[src/rtl/mem_stage.sv]
// mem_stage: MEM pipeline stage in front of the load/store unit.
// Buffers one instruction from EX, issues at most one LSU load or store,
// and hands the result to WB. Misaligned accesses never reach the LSU;
// they are reported on wb_misalign instead.
module mem_stage #(
    parameter int XLEN = 64,
    parameter int AW   = 32
) (
    input  logic            clk,
    input  logic            rst,
    input  logic            flush,
    input  logic            ex_valid,
    output logic            ex_ready,
    input  logic [31:0]     ex_pc,
    input  logic [4:0]      ex_rd,
    input  logic            ex_rd_wen,
    input  logic            ex_is_load,
    input  logic            ex_is_store,
    input  logic [2:0]      ex_funct3,
    input  logic [XLEN-1:0] ex_alu_result,
    input  logic [XLEN-1:0] ex_store_data,
    output logic [AW-1:0]   lsu_addr,
    output logic [2:0]      funct3,
    output logic            lsu_r_ready,
    input  logic [XLEN-1:0] lsu_r_data,
    input  logic            lsu_r_valid,
    output logic            lsu_w_valid,
    output logic [XLEN-1:0] lsu_w_data,
    input  logic            lsu_w_ready,
    input  logic            lsu_busy,
    output logic            wb_valid,
    input  logic            wb_ready,
    output logic [31:0]     wb_pc,
    output logic [4:0]      wb_rd,
    output logic            wb_rd_wen,
    output logic [XLEN-1:0] wb_rd_data,
    output logic            wb_misalign
);

    typedef enum logic [1:0] {EMPTY, LOAD, STORE, FULL} state_t;

    state_t          state;
    logic [31:0]     pc_q;
    logic [4:0]      rd_q;
    logic            rd_wen_q;
    logic [2:0]      funct3_q;
    logic [AW-1:0]   addr_q;
    logic [XLEN-1:0] sd_q;
    logic [XLEN-1:0] rd_data_q;
    logic            mis_q;
    logic            issued;  // request seen by the LSU, must run to completion
    logic            killed;  // flushed after issue: drop the response

    logic accept;
    logic addr_mis;
    logic ex_mis;

    // Alignment check on the effective address, by access width
    always_comb begin
        addr_mis = 1'b0;
        case (ex_funct3[1:0])
            2'b01:   addr_mis = ex_alu_result[0];
            2'b10:   addr_mis = |ex_alu_result[1:0];
            2'b11:   addr_mis = |ex_alu_result[2:0];
            default: addr_mis = 1'b0;
        endcase
    end

    assign ex_mis   = (ex_is_load | ex_is_store) & addr_mis;
    assign ex_ready = ~flush & ((state == EMPTY) | ((state == FULL) & wb_ready));
    assign accept   = ex_valid & ex_ready;

    // Request drops in the response cycle so the device sees exactly one access.
    // An un-issued request is suppressed while flush is high so a flush never
    // starts a new access.
    assign lsu_r_ready = (state == LOAD)  & (issued | (~lsu_busy & ~flush)) & ~lsu_r_valid;
    assign lsu_w_valid = (state == STORE) & (issued | (~lsu_busy & ~flush)) & ~lsu_w_ready;

    assign lsu_addr    = addr_q;
    assign funct3      = funct3_q;
    assign lsu_w_data  = sd_q;
    assign wb_valid    = (state == FULL);
    assign wb_pc       = pc_q;
    assign wb_rd       = rd_q;
    assign wb_rd_wen   = rd_wen_q;
    assign wb_rd_data  = rd_data_q;
    assign wb_misalign = mis_q;

    // Stage state machine and instruction buffer
    always_ff @(posedge clk) begin
        if (rst) begin
            state     <= EMPTY;
            pc_q      <= '0;
            rd_q      <= '0;
            rd_wen_q  <= 1'b0;
            funct3_q  <= '0;
            addr_q    <= '0;
            sd_q      <= '0;
            rd_data_q <= '0;
            mis_q     <= 1'b0;
            issued    <= 1'b0;
            killed    <= 1'b0;
        end else begin
            case (state)
                FULL: begin
                    if (flush | wb_ready) state <= EMPTY;
                end
                LOAD: begin
                    if (lsu_r_valid) begin
                        issued <= 1'b0;
                        killed <= 1'b0;
                        if (killed | flush) begin
                            state <= EMPTY;
                        end else begin
                            rd_data_q <= lsu_r_data;
                            state     <= FULL;
                        end
                    end else if (flush & ~issued) begin
                        state <= EMPTY;
                    end else begin
                        if (flush)       killed <= 1'b1;
                        if (lsu_r_ready) issued <= 1'b1;
                    end
                end
                STORE: begin
                    if (lsu_w_ready) begin
                        issued <= 1'b0;
                        killed <= 1'b0;
                        state  <= (killed | flush) ? EMPTY : FULL;
                    end else if (flush & ~issued) begin
                        state <= EMPTY;
                    end else begin
                        if (flush)       killed <= 1'b1;
                        if (lsu_w_valid) issued <= 1'b1;
                    end
                end
                default: ;
            endcase

            // A new instruction overrides the drain decision above (back-to-back)
            if (accept) begin
                pc_q      <= ex_pc;
                rd_q      <= ex_rd;
                rd_wen_q  <= ex_rd_wen & ~ex_is_store & ~ex_mis;
                funct3_q  <= ex_funct3;
                addr_q    <= ex_alu_result[AW-1:0];
                sd_q      <= ex_store_data;
                rd_data_q <= ex_alu_result;
                mis_q     <= ex_mis;
                issued    <= 1'b0;
                killed    <= 1'b0;
                if (ex_mis)           state <= FULL;
                else if (ex_is_load)  state <= LOAD;
                else if (ex_is_store) state <= STORE;
                else                  state <= FULL;
            end
        end
    end

endmodule

[config.mk]
export PLATFORM = sky130hd
export DESIGN_NAME = mem_stage
export DESIGN_NICKNAME = d
export VERILOG_FILES = /design/src/rtl/mem_stage.sv
export SDC_FILE = /design/constraint.sdc
export NUM_CORES = 1
export LEC_CHECK = 0
export BUFFER_PORTS_ARGS = -buffer_cell sky130_fd_sc_hd__buf_2
export CAP_MARGIN = 20
export CORE_AREA = 2 2 177 179
export CTS_CLUSTER_SIZE = 25
export DETAILED_ROUTE_END_ITERATION = 12
export DIE_AREA = 0 0 179 181
export PLACE_DENSITY_LB_ADDON = 0.3
export SLEW_MARGIN = 10
export SYNTH_ARGS = -nofsm -noshare
export SYNTH_HDL_FRONTEND = slang
export SYNTH_SLANG_ARGS = --single-unit
[constraint.sdc]
create_clock -name clk -period 4.4 [get_ports clk]
set_input_delay 0.22 -clock clk [delete_from_list [all_inputs] [get_ports clk]]
set_output_delay 0.22 -clock clk [all_outputs]
set_load 0.01 [all_outputs]
==> impl_results.md <==
- Filler instances: ~3,000
- Antenna diode instance count: 0
- Worst Path Class, Setup: reg -> reg
- Post-route cell area: 12,800 um2
- Via density per instance: 4.42
- Clock tree sinks: 206
- Most common cell after layout, fill and taps aside: sky130_fd_sc_hd__buf_2
- Die W: 179 um
- H-tree depth: 1
- Total GRT Usage: roughly 16%
- Biggest fanout along the worst timing path: 77
- Total power consumption of the routed design: 5.56 mW
- Type of the worst min-delay path: in -> reg
- Number of standard cells after synthesis: 936
- Syn avg cell area: 8.52 um2
- Fraction of the mapped netlist area in compound gates: about 16%
- Weighted congestion at the end of routability-driven global placement: 0.733
- Post-synthesis simple-gate area fraction: 17.6%
- Data required, critical path: between 4000 and 5000 ps
- Transition at the pin with the smallest max-transition slack: between 900 and 1000 ps
- Max Freq: 0.381 GHz
- Vias in the first global route: 8,405
- Final hold violation count: 0
- CTS clk-pin slew, worst paths: 60 ps
- CP max stage delay: 770 ps
- Master cell of the clock root buffer: sky130_fd_sc_hd__clkbuf_16
- Mapped cell area: 7980 um2
- Max clock buf depth: 3
- Wire length of the first global-routing pass: 43.0 mm
- Cell breakdown of the critical path: ha_1 > a21o_1 > and2_4 > o2111ai_1 > dlygate4sd3_1 > a21oi_1
- Setup-violating endpoint count in the final report: 0
- Initial DRT Pass Iterations: 4
- Global route total overflow: 0
- Floorplan die height: 181 um
- Worst-Skew Late Latency: 520 ps
- Seq/Total Area, Yosys: 51.7%
- Average detailed-routed wire length per instance: 14.9 um
- Clock Skew: 10.6 ps
- Worst path arrival time: 3070 ps
- Buffering stage count on the worst path with inverters included: 1
- Critical-path top delay cell: sky130_fd_sc_hd__and2_4
- Max capacitance violation total: 0
- DRC Markers: 0
- Maximum vdd ir drop: roughly 0.27 mV
- Post-layout nets: about 1,800
- Synthesized flop and latch total: 206
- Post-synthesis share of cell area spent on xor and xnor gates: 0%
- CTS Buf Count: 24
- Leading cell types in the layout, fill and taps excluded: 447 x sky130_fd_sc_hd__buf_2, 308 x sky130_fd_sc_hd__nand2_1, 206 x sky130_fd_sc_hd__dfxtp_1
- Most common flop cell mapped by yosys: sky130_fd_sc_hd__dfxtp_1
- Total Neg Setup Slack: 0 ps
- Synthesis Warnings: 0
- ANT nets after route: 0
- Via count of the routed design: 8,470
- Static Leak: 5.78 nW
- Share of flip-flops with an asynchronous set or reset: 0%
- Max-slew violations: 0
- Antenna violations before repair: 2
- Number of enable-type register cells in the synthesized netlist: 0
- Io pins: 449
- Syn nets: roughly 1,200
- Pin count of the biggest net entering global routing: approximately 120
- HPWL Detailed: ~19 mm
- Combinational family with the most area after synthesis: simple AND/OR/NAND/NOR gates
- Startpoint class of the critical path: flop
- Outcome: finished clean
- Fraction of final layout cells sized beyond drive strength 1: 34.6%
- Share of cell area taken by muxes after synthesis: 8.67%
- PD cells: ~440 nW/um2
- Distinct cell type count of the synthesized netlist: 37
- Area after DPL: around 10,000 um2
- Floorplan die area: ~32,000 um2
- Area of the core: 30,300 um2
- Standard-cell rows: 64
- Minimum setup slack in the final design: roughly 1800 ps
- Largest delay contributor family on the critical path: simple AND/OR/NAND/NOR gates
- Fin crit share: just under 60%
- Clock tree from TritonCTS: yes
- Worst setup timing slack at the placement stage: 1800 ps
- Worst slew margin relative to its limit: 35.2%
- Starting density of the core: roughly a quarter
- CP endpoint kind: flop
- DRC violation total after the first TritonRoute iteration: 296
- Drt total wl: 28.5 mm
- # port buffers: approximately 450
- Adder-Cell Fraction of Synth Area: 0.627%
- Period minus WS final: 2630 ps
- Setup repair after global routing missed its margin: no
- Layout overhead on the synthesized area: 60.0%
==> cell type report <==
type | count | area [um2] | area share, %
sequential | 206 | 4120 | 32.3
timing repair buffer | 614 | 3950 | 30.9
multi-input combinational | 654 | 3420 | 26.8
clock buffer | 36 | 697 | 5.46
tap | 396 | 495 | 3.88
clock inverter | 5 | 56.3 | 0.441
inverter | 5 | 18.8 | 0.147
==> final timing paths <==
kind	from	endpoint	slack [ps]	cells past startpoint
worst max-delay path	state[1]$_SDFFE_PP0P_	wb_rd_wen$_SDFFE_PP0P_	1770	6
worst min-delay path	ex_alu_result[48]	wb_rd_data[48]$_SDFFE_PP0P_	40	3
worst max register to register	state[1]$_SDFFE_PP0P_	wb_rd_wen$_SDFFE_PP0P_	1770	6
worst min register to register	wb_pc[22]$_SDFFE_PP0P_	wb_pc[22]$_SDFFE_PP0P_	450	2
==> routing by layer <==
| layer | part of all wire (%) | wire length (um) | GRT usage, % |
|---|---|---|---|
| met2 | 49 | 14100 | 29.9 |
| met1 | 39 | 11100 | 17.7 |
| met3 | 8.2 | 2330 | 4.29 |
| met5 | 0.095 | 27 | 0 |
| met4 | 3.4 | 965 | 6.28 |
==> repair_timing <==
item / 4_1_cts / 5_1_grt
endpoints found under the hold margin: 184 / 0
endpoints found under the setup margin: 0 / 0
buffers inserted: 0 / 0
gates resized for setup: 0 / 0
hold buffers: 161 / 0
==> kinds of logic (layout without fill, tap and decap cells) <==
family | Yosys count | count (layout)
compound gates | 224 | 224
fa+ha+maj | 4 | 4
buf+inv | 76 | 660
flops | 206 | 206
mux | 65 | 65
simple gates | 361 | 361
==> worst min-delay path, stage by stage <==
cell and delay [ps]:
sky130_fd_sc_hd__buf_2 100, sky130_fd_sc_hd__nor2_1 120, sky130_fd_sc_hd__a211oi_1 60
==> cell usage after synthesis, types with 2 or more instances <==
cell type | instances | area share, %
sky130_fd_sc_hd__nand2_1 | 309 | 15
sky130_fd_sc_hd__dfxtp_1 | 206 | 52
sky130_fd_sc_hd__a21oi_1 | 172 | 11
sky130_fd_sc_hd__clkbuf_1 | 45 | 2.1
sky130_fd_sc_hd__nor2_1 | 38 | 1.8
sky130_fd_sc_hd__a211oi_1 | 34 | 3.2
sky130_fd_sc_hd__mux2i_1 | 32 | 4.0
sky130_fd_sc_hd__mux2_2 | 31 | 4.4
sky130_fd_sc_hd__buf_1 | 8 | 0.38
sky130_fd_sc_hd__clkbuf_8 | 7 | 1.2
sky130_fd_sc_hd__buf_8 | 5 | 0.94
sky130_fd_sc_hd__inv_1 | 5 | 0.24
sky130_fd_sc_hd__nor2b_1 | 5 | 0.39
sky130_fd_sc_hd__a21oi_2 | 4 | 0.44
sky130_fd_sc_hd__ha_1 | 4 | 0.63
sky130_fd_sc_hd__o31ai_1 | 4 | 0.38
sky130_fd_sc_hd__buf_2 | 3 | 0.19
sky130_fd_sc_hd__a22o_1 | 2 | 0.22
sky130_fd_sc_hd__a31oi_1 | 2 | 0.16
sky130_fd_sc_hd__and2_1 | 2 | 0.16
sky130_fd_sc_hd__mux2_1 | 2 | 0.28
==> per-stage QoR <==
stage | utilization [%] | instances | hold WS (ps)
2_1_floorplan | - | 936 | 356
3_3_place_gp | 34.2 | 1714 | 439
3_5_place_dp | 34.2 | 1714 | 443
4_1_cts | 42.0 | 1916 | 3.27
5_1_grt | 42.0 | 1916 | 21.2
6_report | 42.0 | 1916 | 38.0
==> sequential cells by signal, indices dropped and copies added (netlist names) <==
signal / count
funct3: 3
issued: 1
killed: 1
lsu_addr: 32
lsu_w_data: 64
state: 2
wb_misalign: 1
wb_pc: 32
wb_rd: 5
wb_rd_data: 64
wb_rd_wen: 1
==> where the power goes <==
| part | internal, mW | total [mW] | switching [mW] |
|---|---|---|---|
| Combinational | 0.621 | 1.41 | 0.793 |
| Clock | 1.14 | 1.93 | 0.783 |
| Sequential | 2.10 | 2.22 | 0.116 |
(Power assumes the default switching activity.)
